==> src/rtl/serial_ripple_borrow_sub.sv <==
// Slice-serial ripple-borrow subtractor: d = a - b - bi (mod 2^N), W bits per clock.
// Define SERIAL_RIPPLE_BORROW_SUB_OVERFLOW_EN to add the signed-overflow output ov.
module serial_ripple_borrow_sub #(
    parameter int N = 32,
    parameter int W = 8
) (
    input  logic         clk,
    input  logic         rst_n,
    input  logic         in_valid,
    output logic         in_ready,
    input  logic [N-1:0] a,
    input  logic [N-1:0] b,
    input  logic         bi,
    output logic         out_valid,
    input  logic         out_ready,
    output logic [N-1:0] d,
    output logic         bo,
`ifdef SERIAL_RIPPLE_BORROW_SUB_OVERFLOW_EN
    output logic         ov,
`endif
    output logic         busy
);

    localparam int S  = (W > 0) ? (N / W) : 1;
    localparam int CW = (S > 1) ? $clog2(S) : 1;
    localparam logic [CW-1:0] CNT_LAST = CW'(S - 1);
    localparam logic [CW-1:0] CNT_ONE  = CW'(1);

    if ((W < 1) || ((N % W) != 0)) begin : g_bad_cfg
        $error("serial_ripple_borrow_sub: N must be a positive multiple of W");
    end

    typedef enum logic [1:0] {
        IDLE = 2'd0,
        BUSY = 2'd1,
        DONE = 2'd2
    } state_t;

    state_t        state_r;
    logic [N-1:0]  a_r;
    logic [N-1:0]  b_r;
    logic [CW-1:0] cnt_r;
    logic          borrow_r;

    int            slice_lsb_s;
    logic [W-1:0]  slice_a_s;
    logic [W-1:0]  slice_b_s;
    logic [W-1:0]  diff_s;
    logic          borrow_next_s;
    logic          msb_borrow_in_s;

    // One W-bit slice of the ripple-borrow chain, selected by the slice counter.
    always_comb begin
        slice_lsb_s = int'(cnt_r) * W;
        slice_a_s   = a_r[slice_lsb_s +: W];
        slice_b_s   = b_r[slice_lsb_s +: W];
        {borrow_next_s, diff_s} = {1'b0, slice_a_s} - {1'b0, slice_b_s} - {{W{1'b0}}, borrow_r};
        // Borrow entering the slice MSB recovered from the MSB sum bit.
        msb_borrow_in_s = slice_a_s[W-1] ^ slice_b_s[W-1] ^ diff_s[W-1];
    end

    // Control FSM, operand capture and registered outputs.
    always_ff @(posedge clk or negedge rst_n) begin
        if (!rst_n) begin
            state_r   <= IDLE;
            in_ready  <= 1'b0;
            out_valid <= 1'b0;
            d         <= {N{1'b0}};
            bo        <= 1'b0;
            busy      <= 1'b0;
            cnt_r     <= {CW{1'b0}};
            borrow_r  <= 1'b0;
            a_r       <= {N{1'b0}};
            b_r       <= {N{1'b0}};
`ifdef SERIAL_RIPPLE_BORROW_SUB_OVERFLOW_EN
            ov        <= 1'b0;
`endif
        end else begin
            case (state_r)
                IDLE: begin
                    if (in_ready && in_valid) begin
                        a_r      <= a;
                        b_r      <= b;
                        borrow_r <= bi;
                        cnt_r    <= {CW{1'b0}};
                        in_ready <= 1'b0;
                        busy     <= 1'b1;
                        state_r  <= BUSY;
                    end else begin
                        in_ready <= 1'b1;
                    end
                end
                BUSY: begin
                    d[slice_lsb_s +: W] <= diff_s;
                    borrow_r            <= borrow_next_s;
                    if (cnt_r == CNT_LAST) begin
                        bo        <= borrow_next_s;
`ifdef SERIAL_RIPPLE_BORROW_SUB_OVERFLOW_EN
                        ov        <= msb_borrow_in_s ^ borrow_next_s;
`endif
                        out_valid <= 1'b1;
                        state_r   <= DONE;
                    end else begin
                        cnt_r <= cnt_r + CNT_ONE;
                    end
                end
                DONE: begin
                    if (out_ready) begin
                        out_valid <= 1'b0;
                        busy      <= 1'b0;
                        in_ready  <= 1'b1;
                        cnt_r     <= {CW{1'b0}};
                        state_r   <= IDLE;
                    end else begin
                        out_valid <= 1'b1;
                    end
                end
                default: begin
                    out_valid <= 1'b0;
                    busy      <= 1'b0;
                    in_ready  <= 1'b0;
                    cnt_r     <= {CW{1'b0}};
                    state_r   <= IDLE;
                end
            endcase
        end
    end

`ifndef SERIAL_RIPPLE_BORROW_SUB_OVERFLOW_EN
    logic unused_s;
    // Overflow tap is only consumed when the overflow output exists.
    always_comb begin
        unused_s = msb_borrow_in_s;
    end
`endif

endmodule

==> config.mk <==
export PLATFORM = sky130hd
export DESIGN_NAME = serial_ripple_borrow_sub
export DESIGN_NICKNAME = d
export VERILOG_FILES = /design/src/rtl/serial_ripple_borrow_sub.sv
export SDC_FILE = /design/constraint.sdc
export NUM_CORES = 1
export LEC_CHECK = 0
export BUFFER_PORTS_ARGS = -buffer_cell sky130_fd_sc_hd__buf_2
export CAP_MARGIN = 20
export CORE_ASPECT_RATIO = 1.25
export CORE_MARGIN = 5
export CORE_UTILIZATION = 23
export DETAILED_ROUTE_END_ITERATION = 8
export PLACE_DENSITY = 0.47
export SLEW_MARGIN = 20
export SYNTH_ARGS = -nofsm -noshare
export SYNTH_HDL_FRONTEND = slang
export SYNTH_SLANG_ARGS = --single-unit
==> constraint.sdc <==
create_clock -name clk -period 4.1 [get_ports clk]
set_clock_uncertainty 0.1 [all_clocks]
set_input_delay 1.23 -clock clk [delete_from_list [all_inputs] [get_ports clk]]
set_output_delay 1.23 -clock clk [all_outputs]
set_load 0.02 [all_outputs]
==> metrics <==
placed wire-length estimate=between 10000 and 15000 um; I/O pins=between 100 and 150; WP data required=4.22 ns; Yosys top cell area share=a little over half; pre-CTS WS=0.556 ns; Yosys top cell by area=dfrtp_1; Distinct cells, synth=44; CP endpoint kind=flip-flop; status=finished clean; Comb power frac=a little under three fifths; Yosys reg bits=~110; row count=60; TNS Setup=0 ns; Final Hold Fails=0; fin crit period=3.53 ns; hold_sp=d[1]; worst slew pin tran=around 0.83 ns; Post-CTS Resized=0; synth warn=0; largest net degree at the start of global routing=68; Total Routing Usage GR=10.7%; Layout Nets=571; most common cell after layout, fill and taps aside=dfrtp_1; critical path's slowest cell=dfrtp_2; RSZ-0062 raised after global routing=no; dominant cells by area after synthesis=dfrtp_1, mux2_2, mux4_2; slew margin rel.=about 45%; CP max stage delay=roughly 0.74 ns; PortBufs=104; area of the core=between 20000 and 25000 um2; Max FO, Critical Path=16; fraction of final layout cells with drive strength greater than 1=43.2%; Crit Path Category=reg -> reg; cell mode on critical path=ha_1; Critical Path Start=cnt_r[0]; CTS sink cnt=105; R2R cell count=10; initial antenna violation count=0; Longest Clk Path Bufs=2; most frequent cells in the layout=dfrtp_1, buf_2, mux2_2; asr flop ratio synth=between 90% and 100%; setup ws final=between 0.5 and 0.6 ns; Peak VDD IR=roughly 0.00046 V; final cell count without fillers=about 760; Main synth FF type=dfrtp_1; number of buffers created by CTS=9; DIE AREA=about 25000 um2; cell area after synthesis=5000 um2; hold path cells=2; WP data arrival=~3.7 ns; number of global-route vias before repair=between 3000 and 4000; first-pass GRT wire length=~20000 um; Mapped Cells=377; Post-CTS Hold Fix Bufs=0; CTS tree=yes; Root Buffer=clkbuf_16; Total Power=slightly above 6 mW; register area share after synthesis=between 50% and 60%; GPL Wtd Cong=between 0.7 and 0.8; Critical Path, Cell by Cell=buf_4, mux4_2, ha_1, inv_1, ha_1, a211oi_1, and3_1, a211oi_2, xnor2_1, o21ai_1; Antenna Violating Nets Remaining=0; leak pwr=about 2.8 nW; total net switching power=2.66 mW; clk_lat worst skew=about 0.35 ns; Die W=between 100 and 150 um; Initial Utilization=approximately a quarter; DR iter-0 viols=100; hold_ws=approximately 0.38 ns; Pwr per Cell Area=1000 nW/um2; n_diodes=0; Setup-failing EPs final=0; H-tree level count=3; sequential share of power=between 20% and 30%; router iterations before antenna repair=4; crit share post-route=86.2%; Mapped Nets=approximately 470; dpl cell area=5820 um2; Reg-to-Reg Start=cnt_r[0]; die outline height=about 170 um; final max-slew violation count=0; Routed WL=around 13000 um; CP startpoint kind=flip-flop; setup bufs post-CTS=0; Int Pwr=3.45 mW; # fillers=2310; total grt overflow=0; P&R area growth vs syn=21.9%; # DRC=0; Layout Utilization=about 28%; Cells after DPL=747; Sw Share=43.6%; Finished Cell Area=~6100 um2; via count=between 3000 and 4000; Avg Inst Size Synth=~13 um2; Vias per Instance=between 4 and 5; drt wl/cell=about 17 um; Post-synth EDFFs=0; fmax=283 MHz; HP Class=reg -> reg; clock transition at the registers of the reported paths=roughly 0.070 ns; clock power share=13.3%; Max-Cap Viols=0
==> layer usage <==
metal / track usage [%] / wire length, um / up-vias
li1: - / - / 1552
met1: 12.9 / 5470 / 1669
met2: 18.3 / 6460 / 80
met3: 2.87 / 675 / 15
met4: 3.52 / 231 / 0
met5: 0 / 0 / -
==> critical path: cells and delay by family (launching register included) <==
family,cells,cell delay [ns]
AND/OR/NAND/NOR,1,0.24
XOR/XNOR,1,0.41
buffers and inverters,2,0.35
multiplexers,1,0.53
flip-flops,1,0.74
AO/OA/AOI/OAI,3,0.52
adder cells (fa/ha/maj),2,0.51
==> logic make-up (layout without fill, tap and decap cells) <==
| family | after synthesis | in the layout | synth area share [%] |
|---|---|---|---|
| muxes | 82 | 82 | 21.9 |
| DFF | 105 | 105 | 52.6 |
| AOI/OAI and AO/OA | 61 | 61 | 9.06 |
| adders and majority gates | 23 | 23 | 6.06 |
| xor gates and xnor gates | 7 | 7 | 1.23 |
| buffers and inverters | 46 | 153 | 4.08 |
| and+or+nand+nor | 53 | 53 | 5.13 |
==> path summary, 6_finish.rpt <==
path	slack [ns]	endpoint
worst max-delay path	0.57	d[7]
worst min-delay path	0.38	d[1]
worst max register to register	0.57	d[7]
worst min register to register	0.38	d[1]
max in group asynchronous	2.32	b_r[3]
min in group asynchronous	0.85	d[11]
==> power groups by stage <==
stage | Sequential, mW | Clock (mW) | Combinational [mW]
floorplan | 1.84 | 0 | 2.49
global placement | 1.82 | 0 | 3.44
detailed placement | 1.84 | 0 | 3.52
CTS | 1.81 | 0.846 | 3.55
global route | 1.87 | 0.885 | 3.88
finish | 1.80 | 0.812 | 3.50
==> flip-flops by register name, summed over array words and instances, names as in the netlist <==
name,cells
in_ready,1
bo,1
out_valid,1
a_r,32
borrow_r,1
cnt_r,2
d,32
busy,1
b_r,32
state_r,2
==> area by class of cell <==
cell class | instances | area, um2 | area share [%]
clock inverter | 4 | 27.5 | 0.452
tap | 279 | 349 | 5.73
clock buffer | 12 | 246 | 4.04
inverter | 29 | 109 | 1.79
timing repair buffer | 108 | 566 | 9.28
sequential | 105 | 2630 | 43.1
multi-input combinational | 226 | 2170 | 35.6
==> synth_stat cells, drive strengths merged (3+ instances only) <==
master / instances
a21oi: 7
a22o: 20
and3: 3
buf: 13
clkbuf: 4
dfrtp: 105
ha: 21
inv: 29
mux2: 65
mux4: 15
nand2: 26
nor2: 7
nor2b: 5
nor3: 4
o21ai: 16
or3: 3
xnor2: 3
xor2: 4
Note: power is estimated with default switching activity, not from simulation.
